$ cat config.mk
export PLATFORM = sky130hd
export DESIGN_NAME = cmd_replay_fifo
export DESIGN_NICKNAME = d
export VERILOG_FILES = /design/src/rtl/cmd_replay_fifo.sv
export SDC_FILE = /design/constraint.sdc
export NUM_CORES = 1
export LEC_CHECK = 0
export CORE_MARGIN = 4
export CORE_UTILIZATION = 50
export DETAILED_ROUTE_END_ITERATION = 10
export PLACE_DENSITY = 0.7
export SLEW_MARGIN = 5
export SYNTH_ARGS = -nofsm -noshare
export SYNTH_HDL_FRONTEND = slang
export SYNTH_SLANG_ARGS = --single-unit
export TNS_END_PERCENT = 30
$ cat constraint.sdc
create_clock -name clk -period 4 [get_ports clk]
set_input_delay 0.6 -clock clk [delete_from_list [all_inputs] [get_ports clk]]
set_output_delay 0.6 -clock clk [all_outputs]
set_load 0.01 [all_outputs]
$ cat src/rtl/cmd_replay_fifo.sv
// Purpose     : command FIFO with a replay window; read words stay resident until committed.
// Latency     : 1 cycle from an accepted rd_en to rd_data/rd_valid; a word written at edge N is readable from cycle N+1.
// Backpressure: full/almost_full to the producer; space is reclaimed only by commit or flush, never by a read.
//
// Ports:
//   clk, reset           single clock, asynchronous active-high reset
//   wr_en, wr_data       producer write; dropped while full or during flush
//   full, almost_full    no free entry / free entries <= AFULL_TH
//   rd_en                consumer read request; ignored while empty, or during flush/replay
//   rd_data, rd_valid    registered read result; both zero in cycles without an accepted read
//   empty                no unread entry (rd_ptr == wr_ptr)
//   replay               rewind rd_ptr to base_ptr
//   commit               release consumed entries (base_ptr <= rd_ptr)
//   flush                discard everything
//   occupancy            resident entries, read-but-uncommitted ones included
//
// Optional: define CMD_FIFO_ERR_EN to add sticky err_ovf / err_udf outputs,
// cleared only by reset or flush.
module cmd_replay_fifo #(
    parameter int DATA_W   = 64,
    parameter int DEPTH    = 16,
    parameter int AFULL_TH = 2,
    parameter int PTR_W    = $clog2(DEPTH) + 1
) (
    input  logic              clk,
    input  logic              reset,
    input  logic              wr_en,
    input  logic [DATA_W-1:0] wr_data,
    output logic              full,
    output logic              almost_full,
    input  logic              rd_en,
    output logic [DATA_W-1:0] rd_data,
    output logic              rd_valid,
    output logic              empty,
    input  logic              replay,
    input  logic              commit,
    input  logic              flush,
    output logic [PTR_W-1:0]  occupancy
`ifdef CMD_FIFO_ERR_EN
    ,
    output logic              err_ovf,
    output logic              err_udf
`endif
);

    localparam int AW = $clog2(DEPTH);
    localparam logic [PTR_W-1:0] PTR_ONE   = PTR_W'(1);
    localparam logic [PTR_W-1:0] DEPTH_P   = PTR_W'(DEPTH);
    localparam logic [PTR_W-1:0] AFULL_P   = PTR_W'(AFULL_TH);

    logic [DATA_W-1:0] mem [DEPTH];

    // The extra top bit on each pointer is the wrap bit, which lets
    // wr_ptr == base_ptr + DEPTH (full) be told apart from wr_ptr == base_ptr.
    logic [PTR_W-1:0] wr_ptr;
    logic [PTR_W-1:0] rd_ptr;
    logic [PTR_W-1:0] base_ptr;
    logic [PTR_W-1:0] free_cnt;

    logic wr_acc;
    logic rd_acc;

    // Flags come straight from the registered pointers, so space released by
    // a commit only becomes visible to the producer the cycle after.
    assign occupancy   = wr_ptr - base_ptr;
    assign free_cnt    = DEPTH_P - occupancy;
    assign full        = (occupancy == DEPTH_P);
    assign almost_full = (free_cnt <= AFULL_P);
    assign empty       = (rd_ptr == wr_ptr);

    assign wr_acc = wr_en && !full && !flush;
    // replay owns rd_ptr in its cycle, so a read request alongside it is dropped.
    assign rd_acc = rd_en && !empty && !flush && !replay;

    // Storage has no reset: contents are only ever observed through the
    // pointers, which are reset.
    always_ff @(posedge clk) begin
        if (wr_acc) begin
            mem[wr_ptr[AW-1:0]] <= wr_data;
        end
    end

    always_ff @(posedge clk or posedge reset) begin
        if (reset) begin
            wr_ptr   <= '0;
            rd_ptr   <= '0;
            base_ptr <= '0;
            rd_valid <= 1'b0;
            rd_data  <= '0;
        end else if (flush) begin
            wr_ptr   <= '0;
            rd_ptr   <= '0;
            base_ptr <= '0;
            rd_valid <= 1'b0;
            rd_data  <= '0;
        end else begin
            if (wr_acc) begin
                wr_ptr <= wr_ptr + PTR_ONE;
            end

            if (replay) begin
                // A commit in the same cycle is ignored; base_ptr stays put.
                rd_ptr <= base_ptr;
            end else begin
                if (rd_acc) begin
                    rd_ptr <= rd_ptr + PTR_ONE;
                end
                // Pre-edge rd_ptr: a word read in this same cycle stays uncommitted.
                if (commit) begin
                    base_ptr <= rd_ptr;
                end
            end

            rd_valid <= rd_acc;
            rd_data  <= rd_acc ? mem[rd_ptr[AW-1:0]] : '0;
        end
    end

`ifdef CMD_FIFO_ERR_EN
    always_ff @(posedge clk or posedge reset) begin
        if (reset) begin
            err_ovf <= 1'b0;
            err_udf <= 1'b0;
        end else if (flush) begin
            err_ovf <= 1'b0;
            err_udf <= 1'b0;
        end else begin
            if (wr_en && full) begin
                err_ovf <= 1'b1;
            end
            if (rd_en && empty && !replay) begin
                err_udf <= 1'b1;
            end
        end
    end
`endif

endmodule

* After elaboration in Yosys (flattened, before gate mapping)
Memories as Yosys holds them, arrays and structs flattened.
Index checks and enable logic that the tools add are counted.
W data, S select, Z words.
** Word-level totals
- Register bits :: 80
- Bits in writable memories :: 1024
- Input port bits :: 71
- Memories :: 1
** Memories
- mem :: words 16, bits a word 64, rd ports 1, clocked after memory_dff 0, wr ports 1, line 51 : logic [DATA_W-1:0] mem [DEPTH];
** Cells by class
- Add/subtract/negate cells :: 4
- Magnitude comparators :: 1
- Eq/ne operators :: 3
- Mux-type cells :: 13
- Reduce and logical (&&, ||, !) cells :: 13
** Operator list (count)
- $mux W64 :: 2
- $mux W5 :: 8
- $add A5 B1 Y5 const B :: 2
- $eq A5 B5 Y1 :: 1
- $eq A5 B5 Y1 const B :: 1
- $le A5 B2 Y1 const B :: 1
- $logic_and A1 B1 Y1 :: 5
- $sub A5 B5 Y5 :: 1
- $sub A5 B5 Y5 const A :: 1
- $logic_not A1 Y1 :: 4
- $reduce_bool A2 Y1 :: 2
- $mux W1 :: 3
- $reduce_bool A3 Y1 :: 1
- $ne A2 B1 Y1 const B :: 1
- $reduce_and A2 Y1 :: 1

* Longest topological paths before layout
Gate-level depths: netlist of run 1.
- Word-level depth :: 8
- Depth in mapped cells :: 13
- Depth with buffers taken out :: 12

* Worst setup path after synthesis of run 1
No wires, ideal clock.
- Path type :: reg-to-reg
- Start :: register wr_ptr[0]
- End :: memory mem[10][0] (enable)
- Data arrival time :: 4.162 ns
- Data required time :: 3.571 ns
- Path slack :: -0.591 ns
- Stages on the path, launching flop included :: 13
- Buffers on the path :: 1
- Clock period less this slack :: 4.591 ns
- Path through :: dfrtp_1 > inv_1 > ha_1 > fa_1 > o21ai_0 > a21oi_1 > xnor2_1 > ha_1 > nor2b_1 > clkbuf_1 > nand2b_1 > nor3b_1 > and2_1
** Between the ends
- Longest elaborated chain between the ends :: 7
** Ends and longest elaborated chain
- start: declaration :: line 55 : logic [PTR_W-1:0] wr_ptr;
- start signal: assignment :: line 98 : wr_ptr <= wr_ptr + PTR_ONE;
- $sub A5 B5 Y5 :: line 65 : assign occupancy = wr_ptr - base_ptr;
- net occupancy[4] :: line 38 : output logic [PTR_W-1:0] occupancy
- $eq A5 B5 Y1 :: line 67 : assign full = (occupancy == DEPTH_P);
- net full :: line 29 : output logic full,
- $logic_not A1 Y1 :: line 71 : assign wr_acc = wr_en && !full && !flush;
- $logic_and A1 B1 Y1 (2 in a row) :: line 71
- $mux W1 :: line 78 : if (wr_acc) begin
- $mux W1 (not written as such) :: line 79 : mem[wr_ptr[AW-1:0]] <= wr_data;
- end: declaration :: line 51
The timed path passes the listed nets, and every way through them passes these cells.

* Worst setup path in the final report of run 1
- Start :: register wr_ptr[0]
- End :: output port almost_full
** Between the ends
- Longest elaborated chain between the ends :: 3
** Ends and longest elaborated chain
- $sub A5 B5 Y5 :: line 65
- $sub A5 B5 Y5 :: line 66 : assign free_cnt = DEPTH_P - occupancy;
- $le A5 B2 Y1 :: line 68 : assign almost_full = (free_cnt <= AFULL_P);
- end: declaration :: line 30 : output logic almost_full,
No other way between the ends.

==> results of run 1 <==
synthesized netlist by cell type (5+ instances only):
| library cell | count | share of area (%) |
|---|---|---|
| ha_1 | 12 | 0.36 |
| buf_6 | 13 | 0.35 |
| buf_4 | 16 | 0.29 |
| xor2_1 | 8 | 0.17 |
| and2_1 | 18 | 0.27 |
| buf_2 | 21 | 0.25 |
| clkbuf_1 | 44 | 0.40 |
| mux4_2 | 256 | 14 |
| dfrtp_1 | 80 | 4.9 |
| nand2_1 | 5 | 0.046 |
| a22oi_1 | 128 | 2.3 |
| a21oi_1 | 69 | 0.84 |
| inv_1 | 12 | 0.11 |
| nor2_1 | 20 | 0.18 |
| xnor2_1 | 6 | 0.13 |
| edfxtp_1 | 1024 | 75 |
cell families after synthesis:
group           count (synthesis)
compound gates                214
xor+xnor                       15
fa+ha+maj                      13
buf+inv                       113
flops                        1104
mux                           260
simple gates                   62
through the flow:
stage / instance area [sq um] / util [%] / cells / hold WS [ns] / TNS (ns)
5_1_grt: 48100 / 58.7 / 3160 / 0.433 / 0
2_1_floorplan: 41300 / - / 1781 / 0.480 / -358.72
3_5_place_dp: 44500 / 54.2 / 2959 / 0.515 / 0
3_3_place_gp: 44500 / 54.2 / 2959 / 0.499 / 0
6_report: 48100 / 58.7 / 3162 / 0.404 / 0
4_1_cts: 48100 / 58.7 / 3160 / 0.404 / 0
critical path: stages (launching register included):
cell and delay (ns):
dfrtp_1 0.38, inv_1 0.11, ha_1 0.20, fa_1 0.44
ha_1 0.23, or2_1 0.23, o21ai_1 0.09, or3b_1 0.37
a221oi_1 0.31, clkbuf_2 0.20
power by group through the flow:
| stage | clock (mW) | combinational, mW | sequential, mW |
|---|---|---|---|
| detailed placement | 0 | 1.34 | 13.0 |
| floorplan | 0 | 0.791 | 13.0 |
| finish | 10.3 | 1.33 | 12.8 |
| CTS | 10.4 | 1.35 | 12.8 |
| global placement | 0 | 1.32 | 13.0 |
| global route | 11.0 | 1.43 | 12.8 |
sequential cells by signal (all words and copies together), names as in the netlist:
signal / cells
mem: 1024
rd_data: 64
base_ptr: 5
rd_ptr: 5
wr_ptr: 5
rd_valid: 1
what timing repair did:
item | 4_1_cts | 5_1_grt
setup endpoints to repair | 1 | 1
pin swaps | 0 | 0
gates resized for setup | 1 | 5
area by class of cell:
cell class	count	area [sq um]	area share (%)
Sequential cell	1104	32800	68.1
Clock inverter	72	860	1.79
Inverter	15	58.8	0.122
Multi-Input combinational cell	564	7970	16.6
Timing Repair Buffer	206	2350	4.88
Clock buffer	129	2780	5.78
Antenna cell	2	5.00	0.0104
Tap cell	1070	1340	2.78
path summary, 6_finish.rpt:
| path | start | depth (start not counted) | end | slack, ns |
|---|---|---|---|---|
| worst max-delay path | wr_ptr[0] | 9 | almost_full | 0.20 |
| worst min-delay path | reset | 2 | rd_data[29] | 0.40 |
| worst max register to register | wr_ptr[0] | 12 | mem[2][38] | 0.27 |
| worst min register to register | base_ptr[2] | 2 | base_ptr[2] | 0.53 |
| max in group asynchronous | reset | 3 | rd_ptr[1] | 2.77 |
| min in group clk | base_ptr[2] | 2 | base_ptr[2] | 0.53 |
routing by layer:
layer / vias to the layer above / wire (um)
met1: 10300 / 35600
met5: - / 0
met4: 0 / 1700
li1: 7995 / -
met2: 906 / 44600
met3: 123 / 6690
==> metrics.txt, run 1 <==
run status=complete, no violations; worst min-delay path category=primary input to async pin; CTS tree=yes; CTS Buffer Depth=3; total congestion overflow=0; most common cell after layout, fill and taps aside=edfxtp_1; Logic pwr share=5.4%; setup ws final=0.196 ns; RSZ-0062 raised after global routing=no; most frequent cells in the layout=edfxtp_1, mux4_2, clkdlybuf4s50_1, a22oi_1, clkbuf_16; final slew viol count=0; Critical Path RT=3.40 ns; Max VDD drop=about 0.00036 V; pin count of the biggest net entering global routing=around 130; Final Power=between 20 and 25 mW; Via density=6.12; M3 GR Usage=approximately 3.4%; Compound-Gate Fraction of Synth Area=under 10%; maxcap violations=0; DRT Wirelength=~89000 um; CP Max Fanout=3; flops & latches, synth=about 1100; row count=around 110; Simple-Gate Fraction of Synth Area=0.816%; Post-synth top flop=edfxtp_1; Final GP Congestion=around 0.76; EDFF count, synth=1024; worst skew pair latency=roughly 0.7 ns; initial core utilization=between 50% and 60%; vias in the first global route=between 20000 and 25000; fin crit period=between 3 and 4 ns; Setup crit start kind=flip-flop; CTS buffer count=106; Switching Fraction=a little over a fifth; area delta synth->final=16.7%; Initial DRC Count=just under 2000; post-synthesis cell type count=44; Layout fillers=between 5000 and 6000; met2 Use GR=roughly 34%; Syn Nets=approximately 1900; Adder-Cell Fraction of Synth Area=0.413%; Seq pwr share=roughly 52%; die area=roughly 0.087 sq mm; number of setup buffers added after CTS=0; Mapped Area=0.0412 sq mm; All-Layer GR Usage=20.6%; port bufs=143; Final Skew=between 0.04 and 0.05 ns; Die Span Y=slightly below 300 um; # DRC=0; Die W=about 300 um; H-tree Lvls=3; met1 Use GR=between 20% and 30%; Post-CTS Hold Buffers=0; I/O pin cnt=about 140; Avg Synthesized Cell Area=between 20 and 25 sq um; Final period util=95.1%; Fin. Hold Viols=0; first-pass GRT wire length=roughly 130000 um; initial antenna violation count=2; Post-Syn Instances=1781; mux contribution to synthesized area=~14%; Antenna Nets Post-Route=0; routed vias=approximately 19000; core box area=approximately 0.082 sq mm; Internal Pwr Total=19.3 mW; LEAKAGE=between 15 and 20 nW; CTS Root Cell=clkbuf_16; Setup-failing EPs final=0; Seq/Total Area, Yosys=79.4%; drt wl/cell=around 28 um; clock share of power=between 40% and 50%; NumNets Final=approximately 2100; YS warnings=0; crit end category=output pin; final HPWL from detailed placement=approximately 50000 um; worst slack, placed=just under 0.3 ns; fmax=approximately 260 MHz; CP Class=flip-flop to output pin; DRT Pass-1 Iters=5; pwr dens=slightly above 500 mW/mm^2; Least-Margin Pin Slew=1.07 ns; ratio of cells with drive above 1 in the final layout=24.7%; xor and xnor fraction of the mapped netlist area=less than 1%; Switching Power=5.11 mW; main combinational cell family by area after synthesis=multiplexers; worst path arrival time=between 3 and 4 ns; CTS clk-pin slew, worst paths=approximately 0.060 ns; Clock Sinks=approximately 1100; busiest grt layer=met2; Async SR Flop Fraction=under 10%; Worst slew margin=around 28%
No activity file was read; power rests on OpenSTA's default activity.
==> inputs of run 2 (changes only) <==
- CTS_CLUSTER_DIAMETER: default -> 50
==> metrics.txt, run 2 (same netlist as run 1, synthesis figures left out) <==
run status=complete, no violations (unchanged); CTS clk-pin slew, worst paths=0.06 ns (about the same); CTS Root Cell=clkbuf_16 (unchanged); area delta synth->final=16.9% (was 16.7%); I/O pin cnt=144 (unchanged); Die Span Y=295 um (unchanged); Least-Margin Pin Slew=1.09 ns (was 1.07 ns); DRT Pass-1 Iters=5 (unchanged); core box area=0.0820 sq mm (unchanged); Final Skew=0.0582 ns (was 0.0449 ns); Die W=295 um (unchanged); row count=105 (unchanged); LEAKAGE=15.3 nW (about the same); fmax=262 MHz (was 263 MHz); maxcap violations=0 (unchanged); RSZ-0062 raised after global routing=no (unchanged); most used cell along the critical path=ha_1 (unchanged); Worst slew margin=27.4% (was 28.5%); slowest cell on the critical path=fa_1 (unchanged); CTS tree=yes (unchanged); CTS buffer count=109 (was 106); Initial DRC Count=1830 (was 1966); final slew viol count=0 (unchanged); initial antenna violation count=3 (was 2); # DRC=0 (unchanged); vias in the first global route=20200 (about the same); drt wl/cell=27.9 um (was 28.0 um); routed vias=19200 (was 19300); number of setup buffers added after CTS=0 (unchanged); Setup crit start kind=flip-flop (unchanged); Post-CTS Hold Buffers=0 (unchanged); setup ws final=0.180 ns (was 0.196 ns); CP Class=flip-flop to output pin (unchanged); Antenna Nets Post-Route=0 (unchanged); worst slack, placed=0.291 ns (unchanged); first-pass GRT wire length=133000 um (about the same); total congestion overflow=0 (unchanged); CP bufs+invs=2 (unchanged); H-tree Lvls=3 (unchanged); Max VDD drop=0.000370 V (was 0.000355 V); most frequent cells in the layout=edfxtp_1, mux4_2, clkdlybuf4s50_1, a22oi_1, clkbuf_16 (unchanged); crit path launch=wr_ptr[0] (unchanged); most common cell after layout, fill and taps aside=edfxtp_1 (unchanged); r2r startpoint=wr_ptr[0] (unchanged); port bufs=143 (unchanged); crit end category=output pin (unchanged); CTS Buffer Depth=3 (unchanged); initial core utilization=50.3% (unchanged); Clock Sinks=1104 (unchanged); Final period util=95.5% (was 95.1%); fin util=58.8% (was 58.7%); ratio of cells with drive above 1 in the final layout=25.1% (was 24.7%); die area=0.0872 sq mm (unchanged); crit path cell chain=inv_1 > ha_1 > fa_1 > ha_1 > or2_1 > o21ai_1 > or3b_1 > a221oi_1 > clkbuf_2 (unchanged); pwr dens=509 mW/mm^2 (was 507 mW/mm^2); Final GP Congestion=0.757 (unchanged); Max stage delay on crit path=0.44 ns (about the same); worst min-delay path category=primary input to async pin (unchanged); Via density=6.05 (was 6.12); CP Max Fanout=3 (unchanged); fin crit period=3.82 ns (was 3.80 ns); pin count of the biggest net entering global routing=134 (unchanged); All-Layer GR Usage=20.6% (about the same); worst path arrival time=3.22 ns (was 3.20 ns); NumNets Final=2084 (was 2081); DRT Wirelength=88500 um (was 88600 um); worst skew pair latency=0.71 ns (was 0.68 ns); final HPWL from detailed placement=49100 um (unchanged); Fin. Hold Viols=0 (unchanged); Top delay family on crit path=adder cells (unchanged); Setup-failing EPs final=0 (unchanged); max reg flops=1024 (unchanged); Critical Path RT=3.40 ns (about the same)
[run 2: cell types whose count changed in the layout (fill, tap and decap cells not counted), moves of 2 or more]
cell / before / now
bufinv_16: 15 / 12
clkinv_1: 18 / 14
clkbuf_16: 106 / 109
clkbuf_8: 4 / 9
inv_8: 0 / 2
inv_6: 2 / 4
[run 2: repair_timing]
item,CTS,global route
endpoints found under the setup margin,1,1
endpoints found under the hold margin,0,0
cloned,0,0
gates resized for setup,1,5
[run 2: path summary, 6_finish.rpt]
check,end,slack [ns],cells after the start
max in group asynchronous,rd_ptr[0],2.78,3
hold / removal,rd_data[29],0.37,2
setup / recovery,almost_full,0.18,9
setup reg to reg,mem[2][42],0.25,12
min in group clk,base_ptr[3],0.53,2
hold reg to reg,base_ptr[3],0.53,2
[run 2: area by class of cell]
type | instances | area [sq um]
inverters | 15 | 58.8
repair buffers | 206 | 2350
clock buffers | 138 | 2930
fillers | 5708 | 33800
flip-flops and latches | 1104 | 32800
clock inverters | 70 | 821
diodes | 2 | 5.00
well taps | 1070 | 1340
multi-input cells | 564 | 7970
[run 2: metrics by stage]
stage / instances / setup TNS (ns) / hold WS (ns) / power (mW) / instance area, sq um
2_1_floorplan: 1781 / -358.72 / 0.480 / 13.8 / 41300
3_3_place_gp: 2959 / 0 / 0.499 / 14.4 / 44500
3_5_place_dp: 2959 / 0 / 0.515 / 14.4 / 44500
4_1_cts: 3167 / 0 / 0.367 / 24.7 / 48200
5_1_grt: 3167 / 0 / 0.403 / 25.4 / 48200
6_report: 3169 / 0 / 0.368 / 24.6 / 48200
[run 2: power breakdown]
| group | internal (mW) | switching (mW) | leakage, nW |
|---|---|---|---|
| combinational | 0.587 | 0.744 | 3.18 |
| clock | 6.03 | 4.39 | 1.81 |
| sequential | 12.7 | 0.0513 | 10.3 |
[run 2: per-layer routing]
metal	up-vias	wire (um)	GRT usage (%)
met5	-	13	0
met4	2	1730	5.32
met3	124	6320	3.57
met2	824	44500	33.7
met1	10200	35900	29.3
li1	7996	-	-
